`config.mk`:
```
export PLATFORM = sky130hd
export DESIGN_NAME = uart_tx_cfg
export DESIGN_NICKNAME = d
export VERILOG_FILES = /design/src/rtl/uart_tx_cfg.sv
export SDC_FILE = /design/constraint.sdc
export NUM_CORES = 1
export LEC_CHECK = 0
export CORE_MARGIN = 4
export CORE_UTILIZATION = 53
export DETAILED_ROUTE_END_ITERATION = 10
export PLACE_DENSITY = 0.77
export SLEW_MARGIN = 20
export SYNTH_ARGS = -nofsm -noshare
export SYNTH_HDL_FRONTEND = slang
export SYNTH_SLANG_ARGS = --single-unit
```
`constraint.sdc`:
```
create_clock -name clk -period 2.35 [get_ports clk]
set_input_delay 0.47 -clock clk [delete_from_list [all_inputs] [get_ports clk]]
set_output_delay 0.47 -clock clk [all_outputs]
set_load 0.01 [all_outputs]
```
`src/rtl/uart_tx_cfg.sv`:
```
// Parametrised UART transmitter: DATA_W data bits LSB first, optional even/odd parity,
// 1 or 2 stop bits, each bit lasting OVS pulses of the shared oversample tick t_gen.
module uart_tx_cfg #(
   parameter int unsigned DATA_W    = 8,
   parameter int unsigned OVS       = 16,
   parameter int unsigned PARITY    = 0,
   parameter int unsigned STOP_BITS = 1
) (
   input  logic              clk,
   input  logic              rst,
   input  logic              t_gen,
   input  logic [DATA_W-1:0] u_out,
   input  logic              u_valid,
   output logic              u_ready,
   output logic              txd,
   output logic              busy,
   output logic              frame_done
);

   if (DATA_W < 5 || DATA_W > 8) begin : g_bad_data_w
      $error("uart_tx_cfg: DATA_W must be 5..8");
   end
   if (OVS < 4 || OVS > 32) begin : g_bad_ovs
      $error("uart_tx_cfg: OVS must be 4..32");
   end
   if (PARITY > 2) begin : g_bad_parity
      $error("uart_tx_cfg: PARITY must be 0, 1 or 2");
   end
   if (STOP_BITS < 1 || STOP_BITS > 2) begin : g_bad_stop
      $error("uart_tx_cfg: STOP_BITS must be 1 or 2");
   end

   localparam int unsigned TW = $clog2(OVS);
   localparam int unsigned BW = 3;

   typedef enum logic [2:0] {StIdle, StStart, StData, StParity, StStop} state_e;

   state_e              state_q, state_d;
   logic [TW-1:0]       tick_q, tick_d;
   logic [BW-1:0]       bit_q, bit_d;
   logic [DATA_W-1:0]   shift_q, shift_d;
   logic                par_q, par_d;
   logic                txd_q, txd_d;
   logic                done_q, done_d;
   logic                bit_end;

   always_comb begin
      state_d = state_q;
      tick_d  = tick_q;
      bit_d   = bit_q;
      shift_d = shift_q;
      par_d   = par_q;
      done_d  = 1'b0;
      bit_end = t_gen && (tick_q == TW'(OVS - 1));

      if (state_q != StIdle && t_gen) begin
         tick_d = bit_end ? '0 : tick_q + TW'(1);
      end

      case (state_q)
         StIdle: begin
            if (u_valid) begin
               shift_d = u_out;
               par_d   = (PARITY == 2) ? ~^u_out : ^u_out;
               tick_d  = '0;
               bit_d   = '0;
               state_d = StStart;
            end
         end
         StStart: begin
            if (bit_end) begin
               bit_d   = '0;
               state_d = StData;
            end
         end
         StData: begin
            if (bit_end) begin
               shift_d = shift_q >> 1;
               if (bit_q == BW'(DATA_W - 1)) begin
                  bit_d   = '0;
                  state_d = (PARITY != 0) ? StParity : StStop;
               end else begin
                  bit_d = bit_q + BW'(1);
               end
            end
         end
         StParity: begin
            if (bit_end) begin
               bit_d   = '0;
               state_d = StStop;
            end
         end
         StStop: begin
            if (bit_end) begin
               if (bit_q == BW'(STOP_BITS - 1)) begin
                  bit_d   = '0;
                  done_d  = 1'b1;
                  state_d = StIdle;
               end else begin
                  bit_d = bit_q + BW'(1);
               end
            end
         end
         default: state_d = StIdle;
      endcase

      // txd is registered from the state being entered, so it changes on the entering edge
      case (state_d)
         StStart:  txd_d = 1'b0;
         StData:   txd_d = shift_d[0];
         StParity: txd_d = par_d;
         default:  txd_d = 1'b1;
      endcase
   end

   always_ff @(posedge clk or posedge rst) begin
      if (rst) begin
         state_q <= StIdle;
         tick_q  <= '0;
         bit_q   <= '0;
         shift_q <= '0;
         par_q   <= 1'b0;
         txd_q   <= 1'b1;
         done_q  <= 1'b0;
      end else begin
         state_q <= state_d;
         tick_q  <= tick_d;
         bit_q   <= bit_d;
         shift_q <= shift_d;
         par_q   <= par_d;
         txd_q   <= txd_d;
         done_q  <= done_d;
      end
   end

   assign txd        = txd_q;
   assign frame_done = done_q;
   assign busy       = (state_q != StIdle);
   assign u_ready    = (state_q == StIdle);

endmodule
```
==> qor.txt <==
I/O pins: 16
slew of the pin with the lowest slew margin: 0.340 ns
GR Util All Layers: 0.183
Async SR Flop Fraction: 1.00
via count: 980
unrepaired setup endpoints after global routing: false
Post-Layout Inst Area: 0.00144 mm²
Yosys warning count: 0
DRT Pass-1 Iters: 4
layout cells sized above 1: 0.155
Slew Viols, Final: 0
Finished Core Util: 0.698
Die Y: 55.6 µm
final hold violations: 0
commonest cells after routing, fill and taps aside: dfrtp_1 (20), nand2_1 (18), clkdlybuf4s50_1 (15)
Sink Count: 21
post-synthesis mux area share: 0.0438
busiest grt layer: met2
Combinational Power Share: 0.387
first-pass GRT wire length: 4530 µm
input/output buffers: 15
Pwr Density: 850 mW/mm²
drt wl/cell: 15.2 µm
CTS Hold Bufs: 0
number of max-cap violations: 0
area grow syn2layout: 20.0%
grt met1 use: 0.230
internal power: 0.000776 W
switching pwr: 0.000448 W
clock share of power: 0.144
Synth Flop Type: dfrtp_1
Placer Congestion: 0.817
CTS Buffer Depth: 2
largest family of logic cells by synthesized area: simple AND/OR/NAND/NOR gates
Tmin final: 2.25 ns
HPWL after detailed placement: 1950 µm
count of different cell masters after synthesis: 40
grt ovf: 0
crit path DAT: 1.78 ns
CTS buffer count: 3
CP Buf/Inv Count: 2
maximum vdd drop: 0.515 mV
Mapped Cells: 121
Required @ worst endpoint: 1.88 ns
row cnt: 16
WS Path Type: flop to output pin
met3 Usage GRT: 0.0394
Worst Hold Class: input port to async pin
Adder-Cell Fraction of Synth Area: 0.0417
area of the mapped netlist: 0.00120 mm²
simple-gate share of the synthesized area: 0.199
Via density: 5.80
hold slack: 0.470 ns
die area: 0.00309 mm²
slowest CP cell: clkdlybuf4s50_1
Residual DRC: 0
crit end category: output pin
outcome: complete, no violations
CP Cell Sequence: or3_4 -> inv_2 -> clkdlybuf4s50_1
Setup Viol. Count Final: 0
largest net degree at the start of global routing: 22
Post-synth EDFFs: 0
Critical Path Max Stage Delay: 0.54 ns
Yosys reg bits: 21
period utilization: 0.958
Post-Route Setup TNS: 0 ns
clock transition at the registers of the reported paths: 0.12 ns
clk root buf: clkbuf_4
Final nets: 159
total core area: 0.00206 mm²
fraction of the mapped netlist area in compound gates: 0.176
DIE WIDTH: 55.6 µm
Startpoint Class: flop
commonest non-fill, non-tap cell in the layout: dfrtp_1
area share of the leading cell type in the synthesized netlist: 0.417
CTS tree: yes
Fmax: 0.444 GHz
Synthesized Nets: 137
wirelength, routed: 2570 µm
Flop pwr share: 0.469
Synth area leaders: dfrtp_1 (42%), nand2_1 (5.6%), xnor2_1 (5.1%), ha_1 (4.2%), a22oi_1 (3.8%)
CP max FO: 6
Setup Skew: 0.00595 ns
Lkg Pwr: 0.660 nW
Initial DRC Count: 34
antenna violations before repair: 0
Syn Area/Cell: 9.92 µm²
share of the yosys chip area belonging to registers: 0.439
CP top delay family: buffers and inverters
met2 usage: 0.301
Slew HR: 0.772
ANT nets after route: 0
dpl cell area: 0.00141 mm²
leading area contributor after synthesis: dfrtp_1
Worst-Skew Late Latency: 0.31 ns
xor-xnor portion of the synthesized cell area: 0.0511
vias in the first global route: 1,028
Antenna Cells: 0
initial core utilization: 0.582
Sw Ratio: 0.366
htree depth: 1
## power by group through the flow
stage	clock network [W]	logic (W)	registers, W
after CTS	0.000183	0.000471	0.000571
after detailed placement	0	0.000467	0.000578
after floorplan	0	0.000317	0.000561
after global routing	0.000200	0.000527	0.000588
final	0.000176	0.000473	0.000574
after global placement	0	0.000439	0.000570
## final cells by class
class                           count  area, µm²
Sequential cell                    21        527
Multi-Input combinational cell     88        619
Timing Repair Buffer               23        210
Fill cell                         164        622
Tap cell                           27       33.8
Clock buffer                        3       22.5
Inverter                            6       22.5
Clock inverter                      1       5.00
## metrics by stage
stage          cells  power [W]  setup slack, ns
6_report         169    0.00122           0.0980
3_3_place_gp     165    0.00101            0.271
2_1_floorplan    121   0.000878            0.581
5_1_grt          169    0.00132           0.0211
4_1_cts          169    0.00123         0.000603
3_5_place_dp     165    0.00104            0.248
## per-layer routing
| layer | vias to the layer above | share of wire |
|---|---|---|
| li1 | 474 | - |
| met1 | 471 | 0.45 |
| met2 | 31 | 0.49 |
| met3 | 4 | 0.046 |
| met4 | 0 | 0.011 |
| met5 | - | 0 |
## timing repair
item | 4_1_cts | 5_1_grt
buffers inserted | 0 | 0
setup endpoints to repair | 0 | 1
gates resized for setup | 0 | 1
## cell families (layout without fill, tap and decap cells)
| kind of cell | Yosys count | in the layout |
|---|---|---|
| AO/OA/AOI/OAI | 28 | 28 |
| multiplexers | 5 | 5 |
| XOR/XNOR | 7 | 7 |
| AND/OR/NAND/NOR | 44 | 44 |
| buffers and inverters | 12 | 33 |
| adder cells (fa/ha/maj) | 4 | 4 |
| flip-flops | 21 | 21 |
## final timing paths
| kind | start | endpoint | slack, ns | cells past startpoint |
|---|---|---|---|---|
| worst max-delay path | state_q[1]$_DFF_PP0_ | u_ready | 0.1 | 3 |
| worst min-delay path | rst | shift_q[0]$_DFF_PP0_ | 0.47 | 3 |
| worst max register to register | tick_q[0]$_DFF_PP0_ | txd$_DFF_PP1_ | 0.44 | 5 |
| worst min register to register | shift_q[4]$_DFFE_PP0P_ | shift_q[4]$_DFFE_PP0P_ | 0.48 | 2 |
| max in group asynchronous | rst | txd$_DFF_PP1_ | 1.61 | 3 |
| min in group clk | shift_q[4]$_DFFE_PP0P_ | shift_q[4]$_DFFE_PP0P_ | 0.48 | 2 |
## worst register-to-register path, cell delays in order (launching register included)
cell     delay [ns]
dfrtp_1        0.43
ha_1           0.26
and4_1         0.30
a32o_2         0.29
a22o_1         0.25
o32a_1         0.33
## cells in the mapped netlist, drive strengths merged (3+ instances only)
master / count
or3: 4
and3: 3
mux2i: 3
ha: 4
dfrtp: 20
inv: 6
o21ai: 7
nand2b: 3
nor2: 5
a22oi: 6
buf: 4
nand2: 18
xnor2: 7
a21oi: 3
## registers in the layout (all words and copies together), names as in the netlist
register    flops
shift_q         8
tick_q          4
bit_q           3
state_q         3
frame_done      1
par_q           1
txd             1
Note: power is estimated with default switching activity, not from simulation.
